===== config.mk =====
export PLATFORM = sky130hd
export DESIGN_NAME = ps2_keyboard
export DESIGN_NICKNAME = d
export VERILOG_FILES = /design/src/rtl/ps2_keyboard.sv
export SDC_FILE = /design/constraint.sdc
export NUM_CORES = 1
export LEC_CHECK = 0
export ABC_AREA = 1
export CORE_AREA = 2 2 85 87
export CTS_CLUSTER_DIAMETER = 120
export DETAILED_ROUTE_END_ITERATION = 12
export DIE_AREA = 0 0 87 89
export GPL_ROUTABILITY_DRIVEN = 0
export PLACE_DENSITY = 0.56
export SETUP_SLACK_MARGIN = 0.5
export SYNTH_ARGS = -nofsm -noshare
export SYNTH_HDL_FRONTEND = slang
export SYNTH_SLANG_ARGS = --single-unit

===== constraint.sdc =====
create_clock -name clk -period 2.6 [get_ports clk]
set_clock_uncertainty 0.1 [all_clocks]
set_input_delay 0.78 -clock clk [delete_from_list [all_inputs] [get_ports clk]]
set_output_delay 0.78 -clock clk [all_outputs]
set_load 0.02 [all_outputs]

===== src/rtl/ps2_keyboard.sv =====
// PS/2 keyboard receiver: frames 11-bit serial words from a debounced PS/2 clock/data pair
// and decodes E0/F0 prefixes into scan code, extended/release flags and modifier state.
module ps2_keyboard #(
    parameter int TIMEOUT_CYCLES = 20000
) (
    input  logic       clk,
    input  logic       reset,
    input  logic       ps2Clk,
    input  logic       ps2Data,
    output logic [7:0] code,
    output logic       extended,
    output logic       release_o,
    output logic       valid,
    output logic       frameError,
    output logic       shift,
    output logic       ctrl,
    output logic       alt,
    output logic       debugE0,
    output logic       debugF0
);

    localparam int CW = $clog2(TIMEOUT_CYCLES + 1);
    localparam logic [CW-1:0] TIMEOUT_VAL = CW'(TIMEOUT_CYCLES);

    typedef enum logic [1:0] {
        IDLE,
        DATA,
        PARITY,
        STOP
    } state_t;

    state_t        state_q, state_d;
    logic          prevClk_q;
    logic [2:0]    bitCnt_q, bitCnt_d;
    logic [7:0]    data_q, data_d;
    logic          parityOk_q, parityOk_d;
    logic [CW-1:0] idleCnt_q, idleCnt_d;
    logic [7:0]    code_q, code_d;
    logic          ext_q, ext_d;
    logic          rel_q, rel_d;
    logic          valid_q, valid_d;
    logic          err_q, err_d;
    logic          shift_q, shift_d;
    logic          ctrl_q, ctrl_d;
    logic          alt_q, alt_d;
    logic          e0_q, e0_d;
    logic          f0_q, f0_d;

    logic fallEvent;
    logic timeout;

    assign fallEvent = prevClk_q & ~ps2Clk;
    // A falling edge in the same cycle as expiry keeps the frame alive.
    assign timeout   = (state_q != IDLE) && !fallEvent && (idleCnt_q == TIMEOUT_VAL);

    always_ff @(posedge clk) begin
        if (reset) begin
            state_q    <= IDLE;
            prevClk_q  <= 1'b1;
            bitCnt_q   <= 3'd0;
            data_q     <= 8'h00;
            parityOk_q <= 1'b0;
            idleCnt_q  <= '0;
            code_q     <= 8'h00;
            ext_q      <= 1'b0;
            rel_q      <= 1'b0;
            valid_q    <= 1'b0;
            err_q      <= 1'b0;
            shift_q    <= 1'b0;
            ctrl_q     <= 1'b0;
            alt_q      <= 1'b0;
            e0_q       <= 1'b0;
            f0_q       <= 1'b0;
        end else begin
            state_q    <= state_d;
            prevClk_q  <= ps2Clk;
            bitCnt_q   <= bitCnt_d;
            data_q     <= data_d;
            parityOk_q <= parityOk_d;
            idleCnt_q  <= idleCnt_d;
            code_q     <= code_d;
            ext_q      <= ext_d;
            rel_q      <= rel_d;
            valid_q    <= valid_d;
            err_q      <= err_d;
            shift_q    <= shift_d;
            ctrl_q     <= ctrl_d;
            alt_q      <= alt_d;
            e0_q       <= e0_d;
            f0_q       <= f0_d;
        end
    end

    always_comb begin
        state_d    = state_q;
        bitCnt_d   = bitCnt_q;
        data_d     = data_q;
        parityOk_d = parityOk_q;
        idleCnt_d  = idleCnt_q;
        code_d     = code_q;
        ext_d      = ext_q;
        rel_d      = rel_q;
        valid_d    = 1'b0;
        err_d      = 1'b0;
        shift_d    = shift_q;
        ctrl_d     = ctrl_q;
        alt_d      = alt_q;
        e0_d       = e0_q;
        f0_d       = f0_q;

        // The inactivity counter saturates rather than wrapping.
        if ((state_q == IDLE) || fallEvent) begin
            idleCnt_d = '0;
        end else if (idleCnt_q != TIMEOUT_VAL) begin
            idleCnt_d = idleCnt_q + CW'(1);
        end

        if (fallEvent) begin
            case (state_q)
                IDLE: begin
                    if (!ps2Data) begin
                        state_d  = DATA;
                        bitCnt_d = 3'd0;
                    end
                end
                DATA: begin
                    data_d   = {ps2Data, data_q[7:1]};
                    bitCnt_d = bitCnt_q + 3'd1;
                    if (bitCnt_q == 3'd7) begin
                        state_d = PARITY;
                    end
                end
                PARITY: begin
                    parityOk_d = ^{data_q, ps2Data};
                    state_d    = STOP;
                end
                STOP: begin
                    state_d = IDLE;
                    if (parityOk_q && ps2Data) begin
                        if (data_q == 8'hE0) begin
                            e0_d = 1'b1;
                        end else if (data_q == 8'hF0) begin
                            f0_d = 1'b1;
                        end else begin
                            code_d  = data_q;
                            ext_d   = e0_q;
                            rel_d   = f0_q;
                            valid_d = 1'b1;
                            e0_d    = 1'b0;
                            f0_d    = 1'b0;
                            if (!e0_q && ((data_q == 8'h12) || (data_q == 8'h59))) begin
                                shift_d = ~f0_q;
                            end
                            if (data_q == 8'h14) begin
                                ctrl_d = ~f0_q;
                            end
                            if (data_q == 8'h11) begin
                                alt_d = ~f0_q;
                            end
                        end
                    end else begin
                        err_d = 1'b1;
                        e0_d  = 1'b0;
                        f0_d  = 1'b0;
                    end
                end
                default: state_d = IDLE;
            endcase
        end else if (timeout) begin
            state_d = IDLE;
            err_d   = 1'b1;
            e0_d    = 1'b0;
            f0_d    = 1'b0;
        end
    end

    assign code       = code_q;
    assign extended   = ext_q;
    assign release_o  = rel_q;
    assign valid      = valid_q;
    assign frameError = err_q;
    assign shift      = shift_q;
    assign ctrl       = ctrl_q;
    assign alt        = alt_q;
    assign debugE0    = e0_q;
    assign debugF0    = f0_q;

endmodule

# Word level (Yosys, flattened, before mapping)
# Cells that the tools add are included.
# word_totals
ff_bits	47
inputBits	4
# classes
add_sub_neg	2
mux	23
n_reduce_logical	25
n_eq_ne	18
bitwise_logic	8
# op_table
operator	n
$eq A8 B5 Y1 const B	3
$reduce_and A6 Y1	3
$eq A8 B8 Y1 const B	2
$mux W1	16
$add A15 B1 Y15 const B	1
$eq A15 B15 Y1 const B	1
$ne A15 B15 Y1 const B	1
$reduce_and A3 Y1	4
$ne A3 B3 Y1 const B	3
$reduce_xor A9 Y1	1
$eq A8 B7 Y1 const B	1
$mux W2	4
$pmux W2 S4	1
$not A1 Y1	7
$pmux W3 S2	1
$reduce_bool A2 Y1	3
$reduce_and A5 Y1	1
$reduce_or A5 Y1	1
$eq A2 B2 Y1 const B	2
$logic_and A1 B1 Y1	4
$ne A4 B4 Y1 const B	1
$reduce_and A2 Y1	2
$add A3 B1 Y3 const B	1
$eq A3 B3 Y1 const B	1
other kinds (9)	11

# Longest topological paths before layout
# logic_depth
ltp_word	7
mapped_depth	10
mapped_depth_nobuf	10

# Worst setup path after synthesis
# No wires, ideal clock.
# synth_timing
path_kind	input port to flip-flop
from	input ps2Clk
to	register f0_q (netlist: debugF0)
n_path_buf	0
arrival_time_ns	1.510
required_time_ns	2.385
path_stages	9
setup_slack_ns	0.875
path_cell_list	inv_1 -> nand2_2 -> inv_2 -> nor2_2 -> nand3_2 -> nand2_1 -> nand3_1 -> nand2_1 -> nor2_1
# synth_between
elab_chain_cells	7
elab_cells_between_ends	10
classes_between	eq/ne: 2; mux: 1; bitwise: 2; reduce/logical: 5
# synth_rtl
item	line_no	text
start: declaration	8	input logic ps2Clk,
$not A1 Y1 *	52	assign fallEvent = prevClk_q & ~ps2Clk;
$and A1 B1 Y1 *	52	
$logic_not A1 Y1	54	assign timeout = (state_q != IDLE) && !fallEvent && (idleCnt_q == TIMEOUT_VAL);
$logic_and A1 B1 Y1 (2 in series)	54	
$reduce_bool A2 Y1 (no line)	n/a	
$reduce_and A3 Y1 (no line)	n/a	
end signal: assignment	73	f0_q <= 1'b0;
end signal: assignment	90	f0_q <= f0_d;
end: declaration	47	logic f0_q, f0_d;
# Every way passes the cells marked *; elsewhere a longest branch is shown, timed or not.
# A chain may end at the register's enable or synchronous reset.

# Worst setup path in the final report
# layout_timing
from	register f0_q (netlist: debugF0)
to	output debugF0
# layout_rtl
item	line_no	text
end: declaration	19	output logic debugF0
# No word-level cell between the ends.

==> results.txt <==
status: finished, final reports clean
number of hold buffers added after cts: 0
setup violators final: 0
floorplan row count: 30
power density over cell area: 541 mW/mm2
starting density of the core: 0.350
Sequential Power Share: 0.496
distinct cell type count after synthesis: 31
count of port buffers added during placement: 20
vias per cell: 4.69
Die Y: 89 um
total net switching power: 0.345 mW
number of antenna-violating nets in the routed design: 0
detailed-route wire length: 4920 um
achievable clock frequency: 506 MHz
Critical Path Source: debugF0
Die Wd: 87 um
largest cells by area after synthesis: sky130_fd_sc_hd__dfxtp_1, sky130_fd_sc_hd__nand2_1, sky130_fd_sc_hd__a21oi_1
Pre-antenna DRT Iters: 4
top library cells by usage in the layout, fill and taps aside: sky130_fd_sc_hd__nand2_1, sky130_fd_sc_hd__dfxtp_1, sky130_fd_sc_hd__inv_1
post-route fraction of the period consumed by the critical path: 0.760
number of antenna violations at the first check in global routing: 0
total congestion overflow after global routing: 0
Yosys warning total: 0
Tmin final: 1980 ps
total number of vias: 2,013
max-slew violations: 0
placed wire-length estimate: 3710 um
post-synth net total: 333
Area Overhead vs Synth: 18.5%
Setup Crit Path Kind: reg -> out
crit path max fanout: 5
core utilization of the finished layout: 0.414
Placement Setup Slack: 205 ps
mean instance size in the synthesized netlist: 7.32 um2
clock power share: 0.422
Min-Delay Startpoint: alt
wire length of the first global-routing pass: 8180 um
Die ar.: 0.00774 mm2
clock slew seen by the registers of the worst setup and hold paths: 90 ps
cell type group with the largest total delay on the critical path: flip-flops
Core Region: 0.00672 mm2
startpoint of the worst register-to-register path: state_q[1]
Final Hold Vio Count: 0
Slew @ Worst Pin: 295 ps
DRC violation count after routing: 0
clock tree root driver cell: sky130_fd_sc_hd__clkbuf_8
fraction of layout instances using a drive strength above 1: 0.126
DRC violation total after the first TritonRoute iteration: 73
Slowest cell on crit path: sky130_fd_sc_hd__dfxtp_1
area of all sequential standard cells: 941 um2
NumNets Final: 360
worst-case headroom to the max-slew limit: 0.803
number of gates on the worst path with buffers counted: 1
number of global-route vias before repair: 1,778
detailed-route wire length per cell: 11.5 um
Tot GR Track Use: 0.133
path category of the worst min-delay check: reg -> reg
area of the multi-input gates: 0.00122 mm2
Max clock buf depth: 2
type of element capturing the critical path: primary output
total power draw: 1.51 mW
Min-Delay Path Depth: 2
worst-case hold slack: 344 ps
unrepaired setup endpoints after global routing: yes
register bit count reported by yosys: 47
setup fix buffers added after clock tree synthesis: 0
number of H-tree levels: 2
proportion of power drawn by combinational gates: 0.082
ant diodes: 0
share of the synthesized area in the top cell type: 0.400
required time at the worst-slack endpoint: 1720 ps
number of top-level pins: 21
cells along the critical path: dlygate4sd2_1
number of cells on the worst reg-to-reg path: 8
most common cell after layout, fill and taps aside: sky130_fd_sc_hd__nand2_1
type of element launching the critical path: flop
largest net degree at the start of global routing: 21
Max stage delay on crit path: 440 ps
switching share of power: 0.229
Max-cap violations: 0
total negative slack for setup checks: 0 ps
number of fill cells: 690
CP bufs+invs: 1
Worst Path Arrival: 1100 ps
sink count of the clock tree: 47
CTS tree: done
gate count after technology mapping: 321
insertion delay to the later sink of the worst-skew pair: 300 ps
Syn Std Cell Area: 0.00235 mm2
static power due to leakage: 1.18 nW
Internal Pwr Total: 1.16 mW
post-route setup slack: 623 ps
library cell occupying the most area in the post-synthesis netlist: sky130_fd_sc_hd__dfxtp_1
TritonCTS buffer count: 5
sequential-to-total area share from yosys stat: 0.400
peak supply drop: 0.323 mV
[Yosys cell counts]
master                      n
sky130_fd_sc_hd__xnor2_1    1
sky130_fd_sc_hd__ha_1       8
sky130_fd_sc_hd__nor2_2     3
sky130_fd_sc_hd__nor2_1    36
sky130_fd_sc_hd__nor2_4     4
sky130_fd_sc_hd__o21a_1     1
sky130_fd_sc_hd__inv_1     42
sky130_fd_sc_hd__nand3_4    1
sky130_fd_sc_hd__or2_2      1
sky130_fd_sc_hd__o211a_1    1
sky130_fd_sc_hd__nor3_2     2
sky130_fd_sc_hd__buf_2      2
sky130_fd_sc_hd__nand4_1    6
sky130_fd_sc_hd__nand3b_1   1
sky130_fd_sc_hd__xor2_1     3
sky130_fd_sc_hd__clkbuf_1   1
sky130_fd_sc_hd__nand2_2    6
sky130_fd_sc_hd__nor3_1     6
sky130_fd_sc_hd__buf_6      3
sky130_fd_sc_hd__nand3_2    3
sky130_fd_sc_hd__o21ai_1    5
sky130_fd_sc_hd__nand3_1   15
sky130_fd_sc_hd__inv_2      5
sky130_fd_sc_hd__nand4_2    1
sky130_fd_sc_hd__nand2_1   58
sky130_fd_sc_hd__a22oi_1    2
sky130_fd_sc_hd__dfxtp_1   47
sky130_fd_sc_hd__a211oi_1   1
sky130_fd_sc_hd__nor3b_4    1
sky130_fd_sc_hd__a21oi_1   33
sky130_fd_sc_hd__o21ai_0   22
[sequential cells by signal, indices dropped and copies added, names as in the netlist]
register    flops
alt             1
bitCnt_q        3
code            8
ctrl            1
data_q          8
debugE0         1
debugF0         1
extended        1
frameError      1
idleCnt_q      15
parityOk_q      1
prevClk_q       1
release_o       1
shift           1
state_q         2
valid           1
[repair_timing]
item / in CTS / in global routing
setup endpoints to repair: 16 / 28
cloned: 0 / 2
pin swaps: 0 / 1
hold endpoints to repair: 0 / 0
gates resized for setup: 16 / 8
[power by group through the flow]
stage               Combinational [mW]  Clock, mW  Sequential, mW
detailed placement               0.122          0           0.764
CTS                              0.121      0.654           0.747
global placement                 0.121          0           0.765
finish                           0.124      0.635           0.747
floorplan                       0.0893          0           0.762
global route                     0.142      0.682           0.750
[metrics by stage]
step	cell area, um2	instances
final	2780	429
after global routing	2780	429
after CTS	2750	427
after detailed placement	2630	419
after global placement	2630	419
after floorplan	2350	321
[layer usage]
metal / wire length, um / vias up / GRT usage / share of wire
li1: - / 1092 / - / -
met1: 2540 / 901 / 0.184 / 0.52
met2: 2200 / 15 / 0.207 / 0.45
met3: 119 / 5 / 0.0286 / 0.024
met4: 62 / 0 / 0.0426 / 0.013
met5: 0 / - / 0 / 0
[worst paths after layout]
| kind | end | slack (ps) |
|---|---|---|
| max | debugF0 | 620 |
| max reg2reg | shift | 930 |
| min reg2reg | alt | 340 |
| min | alt | 340 |
[cell families (layout without fill, tap and decap cells)]
kind of cell / Yosys count / count (layout) / synth area share
AOI/OAI and AO/OA: 65 / 65 / 0.145
xor gates and xnor gates: 4 / 4 / 0.0149
DFF: 47 / 47 / 0.400
buffers and inverters: 53 / 79 / 0.0953
and+or+nand+nor: 144 / 146 / 0.302
adders and majority gates: 8 / 8 / 0.0426
[area by class of cell]
cell class                      instances  area share
Clock inverter                          2      0.0216
Multi-Input combinational cell        223       0.438
Timing Repair Buffer                   24      0.0764
Inverter                               47      0.0643
Tap cell                               80      0.0360
Clock buffer                            6      0.0261
Sequential cell                        47       0.338
Power figures use the tool's default switching activity.
